<file path="src/rtl/vga_pkg.sv">
// Shared constants and types for the VGA window mixer: raster counter width,
// default window bounds, 3-bit colour patterns and the flash FSM state type.
package vga_pkg;

    localparam int H_W = 11;

    localparam int DEF_XPOS_START = 192;
    localparam int DEF_XPOS_END   = 448;
    localparam int DEF_YPOS_START = 48;
    localparam int DEF_YPOS_END   = 432;

    typedef struct packed {
        logic r;
        logic g;
        logic b;
    } rgb3_t;

    localparam rgb3_t BORDER_RGB = 3'b110;
    localparam rgb3_t FLASH_RGB  = 3'b001;
    localparam rgb3_t WHITE_RGB  = 3'b111;

    typedef enum logic {
        FL_IDLE  = 1'b0,
        FL_FLASH = 1'b1
    } flash_state_t;

endpackage

</file>
<file path="src/rtl/vga_window_mixer_if.sv">
// Pixel-stream bundle between the renderer/raster counters and the window mixer.
// score_level is only present when SCORE_BAR_EN is defined.
interface vga_window_mixer_if
    import vga_pkg::*;
#(
    parameter int COLOR_W = 1
);

    logic               count;
    logic               blank;
    logic [H_W-1:0]     hcounter;
    logic [H_W-1:0]     vcounter;
    logic [COLOR_W-1:0] red_in;
    logic [COLOR_W-1:0] green_in;
    logic [COLOR_W-1:0] blue_in;
    logic               flash_req;
`ifdef SCORE_BAR_EN
    logic [7:0]         score_level;
`endif
    logic [COLOR_W-1:0] red_out;
    logic [COLOR_W-1:0] green_out;
    logic [COLOR_W-1:0] blue_out;
    logic               flash_phase;

    modport master (
        output count, blank, hcounter, vcounter,
        output red_in, green_in, blue_in, flash_req,
`ifdef SCORE_BAR_EN
        output score_level,
`endif
        input  red_out, green_out, blue_out, flash_phase
    );

    modport slave (
        input  count, blank, hcounter, vcounter,
        input  red_in, green_in, blue_in, flash_req,
`ifdef SCORE_BAR_EN
        input  score_level,
`endif
        output red_out, green_out, blue_out, flash_phase
    );

endinterface

</file>
<file path="src/rtl/vga_flash_ctrl.sv">
// Border flash controller: detects frame ticks, counts frames while flashing
// and toggles flash_phase every FLASH_FRAMES frames.
module vga_flash_ctrl
    import vga_pkg::*;
#(
    parameter int FLASH_FRAMES = 16
) (
    input  logic           pixel_clk,
    input  logic           reset,
    input  logic           count,
    input  logic           flash_req,
    input  logic [H_W-1:0] hcounter,
    input  logic [H_W-1:0] vcounter,
    output logic           flash_phase
);

    localparam int              CNT_W = $clog2(FLASH_FRAMES + 1);
    localparam logic [CNT_W-1:0] LAST = CNT_W'(FLASH_FRAMES - 1);

    flash_state_t     state;
    logic [CNT_W-1:0] frame_cnt;
    logic             frame_tick;

    assign frame_tick = count && (hcounter == '0) && (vcounter == '0);

    // Dropping the request clears immediately, independent of the pixel strobe.
    always_ff @(posedge pixel_clk or negedge reset) begin
        if (!reset) begin
            state       <= FL_IDLE;
            frame_cnt   <= '0;
            flash_phase <= 1'b0;
        end else if (!flash_req) begin
            state       <= FL_IDLE;
            frame_cnt   <= '0;
            flash_phase <= 1'b0;
        end else if (count) begin
            case (state)
                FL_IDLE: begin
                    state     <= FL_FLASH;
                    frame_cnt <= '0;
                end
                FL_FLASH: begin
                    if (frame_tick) begin
                        if (frame_cnt == LAST) begin
                            frame_cnt   <= '0;
                            flash_phase <= ~flash_phase;
                        end else begin
                            frame_cnt <= frame_cnt + 1'b1;
                        end
                    end
                end
                default: state <= FL_IDLE;
            endcase
        end
    end

endmodule

</file>
<file path="src/rtl/vga_window_mixer.sv">
// VGA output stage: two-stage strobe-gated pipeline choosing field colour,
// border colour (optionally flashing) or blank. Optional score bar: SCORE_BAR_EN.
module vga_window_mixer
    import vga_pkg::*;
#(
    parameter int COLOR_W    = 1,
    parameter int XPOS_START = DEF_XPOS_START,
    parameter int XPOS_END   = DEF_XPOS_END,
    parameter int YPOS_START = DEF_YPOS_START,
    parameter int YPOS_END   = DEF_YPOS_END,
    parameter logic [3*COLOR_W-1:0] BORDER_COLOR =
        {{COLOR_W{BORDER_RGB.r}}, {COLOR_W{BORDER_RGB.g}}, {COLOR_W{BORDER_RGB.b}}},
    parameter logic [3*COLOR_W-1:0] FLASH_COLOR =
        {{COLOR_W{FLASH_RGB.r}}, {COLOR_W{FLASH_RGB.g}}, {COLOR_W{FLASH_RGB.b}}},
    parameter int FLASH_FRAMES = 16
) (
    input logic               pixel_clk,
    input logic               reset,
    vga_window_mixer_if.slave bus
);

    localparam logic [H_W-1:0] X_S = H_W'(XPOS_START);
    localparam logic [H_W-1:0] X_E = H_W'(XPOS_END);
    localparam logic [H_W-1:0] Y_S = H_W'(YPOS_START);
    localparam logic [H_W-1:0] Y_E = H_W'(YPOS_END);

    logic                   row_in;
    logic                   in_win;
    logic                   bar;
    logic                   flash_phase;
    logic [3*COLOR_W-1:0]   border_color;

    logic                   vld_p1;
    logic                   blank_p1;
    logic                   in_win_p1;
    logic                   bar_p1;
    logic [3*COLOR_W-1:0]   rgb_p1;
    logic [3*COLOR_W-1:0]   rgb_p2;

    vga_flash_ctrl #(
        .FLASH_FRAMES (FLASH_FRAMES)
    ) u_flash (
        .pixel_clk   (pixel_clk),
        .reset       (reset),
        .count       (bus.count),
        .flash_req   (bus.flash_req),
        .hcounter    (bus.hcounter),
        .vcounter    (bus.vcounter),
        .flash_phase (flash_phase)
    );

    // START >= END makes both compares impossible to satisfy: an empty window.
    assign row_in = (bus.vcounter >= Y_S) && (bus.vcounter < Y_E);
    assign in_win = row_in && (bus.hcounter >= X_S) && (bus.hcounter < X_E);

`ifdef SCORE_BAR_EN
    localparam logic [H_W+1:0] BAR_LO = (H_W + 2)'(XPOS_END + 2);
    logic [H_W+1:0] h_ext;
    logic [H_W+1:0] bar_hi;
    assign h_ext  = {2'b00, bus.hcounter};
    assign bar_hi = BAR_LO + {5'b00000, bus.score_level};
    assign bar    = row_in && (h_ext >= BAR_LO) && (h_ext < bar_hi);
`else
    assign bar = 1'b0;
`endif

    assign border_color = flash_phase ? FLASH_COLOR : BORDER_COLOR;

    // Stage 1: capture raster classification and field colour.
    always_ff @(posedge pixel_clk or negedge reset) begin
        if (!reset) begin
            vld_p1    <= 1'b0;
            blank_p1  <= 1'b0;
            in_win_p1 <= 1'b0;
            bar_p1    <= 1'b0;
            rgb_p1    <= '0;
        end else if (bus.count) begin
            vld_p1    <= 1'b1;
            blank_p1  <= bus.blank;
            in_win_p1 <= in_win;
            bar_p1    <= bar;
            rgb_p1    <= {bus.red_in, bus.green_in, bus.blue_in};
        end
    end

    // Stage 2: final colour select; nothing leaves until stage 1 holds a real pixel.
    always_ff @(posedge pixel_clk or negedge reset) begin
        if (!reset) begin
            rgb_p2 <= '0;
        end else if (bus.count) begin
            if (!vld_p1 || blank_p1) begin
                rgb_p2 <= '0;
            end else if (in_win_p1) begin
                rgb_p2 <= rgb_p1;
            end else if (bar_p1) begin
                rgb_p2 <= '1;
            end else begin
                rgb_p2 <= border_color;
            end
        end
    end

    assign {bus.red_out, bus.green_out, bus.blue_out} = rgb_p2;
    assign bus.flash_phase = flash_phase;

endmodule
</file>
<file path="src/flat_wrapper.sv">
// flat-port wrapper written by rule: the top's interface ports become plain ports
module vga_window_mixer_flat import vga_pkg::*;
#(
    parameter int COLOR_W    = 1,
    parameter int XPOS_START = DEF_XPOS_START,
    parameter int XPOS_END   = DEF_XPOS_END,
    parameter int YPOS_START = DEF_YPOS_START,
    parameter int YPOS_END   = DEF_YPOS_END,
    parameter logic [3*COLOR_W-1:0] BORDER_COLOR =
        {{COLOR_W{BORDER_RGB.r}}, {COLOR_W{BORDER_RGB.g}}, {COLOR_W{BORDER_RGB.b}}},
    parameter logic [3*COLOR_W-1:0] FLASH_COLOR =
        {{COLOR_W{FLASH_RGB.r}}, {COLOR_W{FLASH_RGB.g}}, {COLOR_W{FLASH_RGB.b}}},
    parameter int FLASH_FRAMES = 16
)
  (pixel_clk, reset, bus_count, bus_blank, bus_hcounter, bus_vcounter, bus_red_in, bus_green_in, bus_blue_in, bus_flash_req, bus_red_out, bus_green_out, bus_blue_out, bus_flash_phase);
  vga_window_mixer_if #(.COLOR_W(COLOR_W)) bus_i ();
  input logic pixel_clk;
  input logic reset;
  input wire logic [$bits(bus_i.count)-1:0] bus_count;
  input wire logic [$bits(bus_i.blank)-1:0] bus_blank;
  input wire logic [$bits(bus_i.hcounter)-1:0] bus_hcounter;
  input wire logic [$bits(bus_i.vcounter)-1:0] bus_vcounter;
  input wire logic [$bits(bus_i.red_in)-1:0] bus_red_in;
  input wire logic [$bits(bus_i.green_in)-1:0] bus_green_in;
  input wire logic [$bits(bus_i.blue_in)-1:0] bus_blue_in;
  input wire logic [$bits(bus_i.flash_req)-1:0] bus_flash_req;
  output wire logic [$bits(bus_i.red_out)-1:0] bus_red_out;
  output wire logic [$bits(bus_i.green_out)-1:0] bus_green_out;
  output wire logic [$bits(bus_i.blue_out)-1:0] bus_blue_out;
  output wire logic [$bits(bus_i.flash_phase)-1:0] bus_flash_phase;
  assign bus_i.count = bus_count;
  assign bus_i.blank = bus_blank;
  assign bus_i.hcounter = bus_hcounter;
  assign bus_i.vcounter = bus_vcounter;
  assign bus_i.red_in = bus_red_in;
  assign bus_i.green_in = bus_green_in;
  assign bus_i.blue_in = bus_blue_in;
  assign bus_i.flash_req = bus_flash_req;
  assign bus_red_out = bus_i.red_out;
  assign bus_green_out = bus_i.green_out;
  assign bus_blue_out = bus_i.blue_out;
  assign bus_flash_phase = bus_i.flash_phase;
  vga_window_mixer #(.COLOR_W(COLOR_W), .XPOS_START(XPOS_START), .XPOS_END(XPOS_END), .YPOS_START(YPOS_START), .YPOS_END(YPOS_END), .BORDER_COLOR(BORDER_COLOR), .FLASH_COLOR(FLASH_COLOR), .FLASH_FRAMES(FLASH_FRAMES)) u_core (.pixel_clk(pixel_clk), .reset(reset), .bus(bus_i));
endmodule
</file>
<file path="config.mk">
export PLATFORM = sky130hd
export DESIGN_NAME = vga_window_mixer_flat
export DESIGN_NICKNAME = d
export VERILOG_FILES = /design/src/rtl/vga_pkg.sv /design/src/rtl/vga_window_mixer_if.sv /design/src/rtl/vga_flash_ctrl.sv /design/src/rtl/vga_window_mixer.sv /design/src/flat_wrapper.sv
export SDC_FILE = /design/constraint.sdc
export NUM_CORES = 1
export LEC_CHECK = 0
export CAP_MARGIN = 5
export CORE_ASPECT_RATIO = 1.25
export CORE_UTILIZATION = 25
export DETAILED_ROUTE_END_ITERATION = 7
export MAX_ROUTING_LAYER = met4
export PLACE_DENSITY = 0.54
export SLEW_MARGIN = 10
export SYNTH_ARGS = -nofsm -noshare
export SYNTH_HDL_FRONTEND = slang
export SYNTH_SLANG_ARGS = --single-unit
</file>
<file path="constraint.sdc">
create_clock -name pixel_clk -period 1.6 [get_ports pixel_clk]
set_input_delay 0.48 -clock pixel_clk [delete_from_list [all_inputs] [get_ports pixel_clk]]
set_output_delay 0.48 -clock pixel_clk [all_outputs]
set_load 0.02 [all_outputs]
</file>
==> results.md <==
- Die extent in y: between 60 and 70 µm
- Vias in the first global route: 926
- Setup_tns: -307 ps
- Share of cells above drive strength 1: 44.0%
- DRT Pass-1 Iters: 6
- Fin worst setup slack: -94.7 ps
- Worst endpoint required time: ~1800 ps
- P per Cell Area: ~570 mW/mm²
- Sequential power share: 52.4%
- CTS Sinks: 16
- Vias/cell: 5.01
- Worst path bufs/invs: 1
- Longest Clk Path Bufs: 2
- Area occupied by multi-input gates: about 530 µm²
- Arrival time at the worst endpoint: between 1500 and 2000 ps
- Antenna Nets Post-Route: 0
- Final net count: roughly 170
- Yosys reg bits: 16
- Mapped Nets: ~110
- Status: finished with violations
- Clock skew: approximately 9.0 ps
- Switching share of power: 25.9%
- Net switching power: 215 µW
- Hold Slack: 487 ps
- Via count: around 850
- Largest net degree at the start of global routing: 17
- Htree depth: 1
- Commonest cells post-synth: 16 x dfrtp_1, 7 x nand2_1, 6 x nand3_1, 5 x inv_1
- Clock share of power: 25.7%
- # diodes: 0
- Initial core utilization: 27.1%
- Final Max Tran Viols: 0
- Register area: roughly 400 µm²
- Final Util: 48.4%
- Ys flop type: dfrtp_1
- Cell Rows: 22
- Area contributors post-synth: dfrtp_1 49%, mux2_2 5.5%, nand3_1 3.7%
- Logic gate share of total power: 22.0%
- Min cycle time layout: approximately 1700 ps
- Initial antenna violation count: 0
- Worst Reg-to-Reg Cells: 6
- IO Pins: 34
- Area of the mapped netlist: 822 µm²
- Drt initial violations: 8
- Pwr Total: 830 µW
- R2R Path Start: u_core.u_flash.frame_cnt[0]
- Worst path max stage delay: roughly 470 ps
- Total congestion overflow: 0
- CP Class: in -> reg
- Endpoints failing setup: 5
- Reg clk slew, reported paths: ~90 ps
- Die W: 53.3 µm
- TritonCTS clock tree: done
- Most numerous cell in the Yosys netlist: dfrtp_1
- Async SR Flop Fraction: 100%
- Worst path depth: 6
- Top cell by count, worst path: nand2_1
- Clock latency on the worst-skew pair: slightly below 300 ps
- Synthesized area per cell: about 10 µm²
- Max Cap Viol: 0
- Final clock period utilization by the worst path: 106%
- DRT Wirelength: around 2.2 mm
- Core area: 0.00303 mm²
- Port bufs: 33
- Static leakage: 0.628 nW
- CP Max Fanout: 6
- Yosys top cell area share: between 40% and 50%
- Fmax: 0.590 GHz
- Pint: between 600 and 700 µW
- # fillers: between 200 and 300
- Flop2flop setup slack: -50 ps
- Cells after Synth: 82
- Syn-to-layout area delta: 78.4%
- Hold Path Class: in -> async
- Slew @ Worst Pin: 403 ps
- Count of cell types in the netlist: 34
- CTS Hold Bufs: 0
- Yosys warnings: 0
- Slew HR: between 70% and 80%
- Register area share after synthesis: between 40 and 50%
- Failing checks: setup timing
- Post-synth top area cell: dfrtp_1
- Die area: approximately 0.0035 mm²
- Post-DP HPWL: 1.63 mm
- CTS Buf Count: 3
- Drt drc: 0
- CP cell instances: buf_8 > nor4_4 > nand2_1 > or3_4 > or4b_1 > nand2_1
- Hold Violations, Final: 0
- Post-synth EDFFs: 0
- RePlAce Congestion: ~0.83
- FF-to-FF End: u_core.u_flash.flash_phase
- First-pass GRT wire length: between 3 and 4 mm
- Setup crit end kind: flip-flop
- Clock root buffer: clkbuf_4
- Slowest CP cell: or4b_1
- Routed wire per std cell: 13.1 µm
- Crit-path leading delay family: simple AND/OR/NAND/NOR gates
- Max IR drop VDD: between 0.2 and 0.25 mV
- RSZ-0062 raised after global routing: yes
- Startpoint type of the worst setup path: input port
- All-Layer GR Usage: ~16%
## state kept, by name, summed over array words and instances (netlist names)
register                    flops
u_core.vld_p1                   1
u_core.in_win_p1                1
u_core.rgb_p1                   3
u_core.rgb_p2                   3
u_core.u_flash.state            1
u_core.u_flash.flash_phase      1
u_core.u_flash.frame_cnt        5
u_core.blank_p1                 1
## power groups by stage
| stage | sequential, mW | combinational [mW] | clock (mW) |
|---|---|---|---|
| final | 0.434 | 0.182 | 0.213 |
| after CTS | 0.435 | 0.174 | 0.220 |
| after global routing | 0.438 | 0.197 | 0.238 |
| after detailed placement | 0.443 | 0.181 | 0 |
| after global placement | 0.442 | 0.180 | 0 |
| after floorplan | 0.448 | 0.0441 | 0 |
## what timing repair did
action / 4_1_cts / 5_1_grt
cloned: 0 / 0
pin swaps: 12 / 11
resized for setup: 84 / 23
setup buffers: 3 / 2
hold endpoints to repair: 0 / 0
setup endpoints to repair: 10 / 6
## cells by family after synthesis
kind of cell | count (synthesis) | share of synthesized area, %
AO/OA/AOI/OAI | 21 | 18.3
XOR/XNOR | 1 | 1.07
adder cells (fa/ha/maj) | 1 | 1.52
buffers and inverters | 7 | 3.35
flip-flops | 16 | 48.7
multiplexers | 4 | 5.48
AND/OR/NAND/NOR | 32 | 21.6
## through the flow
stage                     cells  instance area, µm²  worst slack (ps)
after floorplan              82                 868              -275
after global placement      162                1330              -795
after detailed placement    162                1330              -807
after CTS                   168                1390              -141
after global routing        170                1470              -135
final                       170                1470             -94.7
## worst max path at each step
| stage | slack, ps | endpoint | startpoint |
|---|---|---|---|
| after detailed placement | -810 | u_core.u_flash.flash_phase | bus_hcounter[3] |
| after global placement | -800 | u_core.u_flash.flash_phase | bus_hcounter[3] |
| final | -90 | u_core.u_flash.flash_phase | bus_vcounter[6] |
| after CTS | -140 | u_core.u_flash.flash_phase | bus_vcounter[2] |
| after floorplan | -270 | u_core.u_flash.flash_phase | bus_hcounter[1] |
| after global routing | -140 | u_core.u_flash.flash_phase | u_core.u_flash.frame_cnt[0] |
## placed cells by master (no fill, tap or decap), drive strengths merged, types with 2 or more instances in the layout
| cell type | netlist | layout |
|---|---|---|
| a22oi | 2 | 2 |
| and3 | 2 | 2 |
| buf | 0 | 32 |
| clkbuf | 2 | 5 |
| clkdlybuf4s15 | 0 | 4 |
| clkdlybuf4s50 | 0 | 6 |
| dfrtp | 16 | 16 |
| dlygate4sd2 | 0 | 7 |
| inv | 5 | 5 |
| mux2 | 4 | 4 |
| nand2 | 7 | 7 |
| nand3 | 6 | 6 |
| nor2 | 4 | 4 |
| nor4 | 5 | 5 |
| o21ai | 3 | 3 |
| o22ai | 3 | 3 |
| o311ai | 2 | 2 |
| o31ai | 3 | 3 |
## routing by layer
metal | GRT usage, % | up-vias | wire length (µm)
met1 | 17.9 | 393 | 947
met3 | 2.53 | 6 | 115
met4 | 8.88 | 0 | 65
met2 | 25.9 | 34 | 1090
li1 | - | 419 | -
met5 | - | - | 0
## final cells by class
cell class,count,share of cell area (%)
Multi-Input combinational cell,59,36.3
Inverter,5,1.28
Timing Repair Buffer,51,30.5
Sequential cell,16,27.3
Clock buffer,3,1.54
Tap cell,36,3.07
## worst register-to-register path, cell delays in order, from the launching register on
cell	delay [ps]
dfrtp_1	370
ha_1	180
nand3_1	170
nor2_4	180
nand3_1	110
or4b_1	510
nand2_1	70
Power figures use the tool's default switching activity.
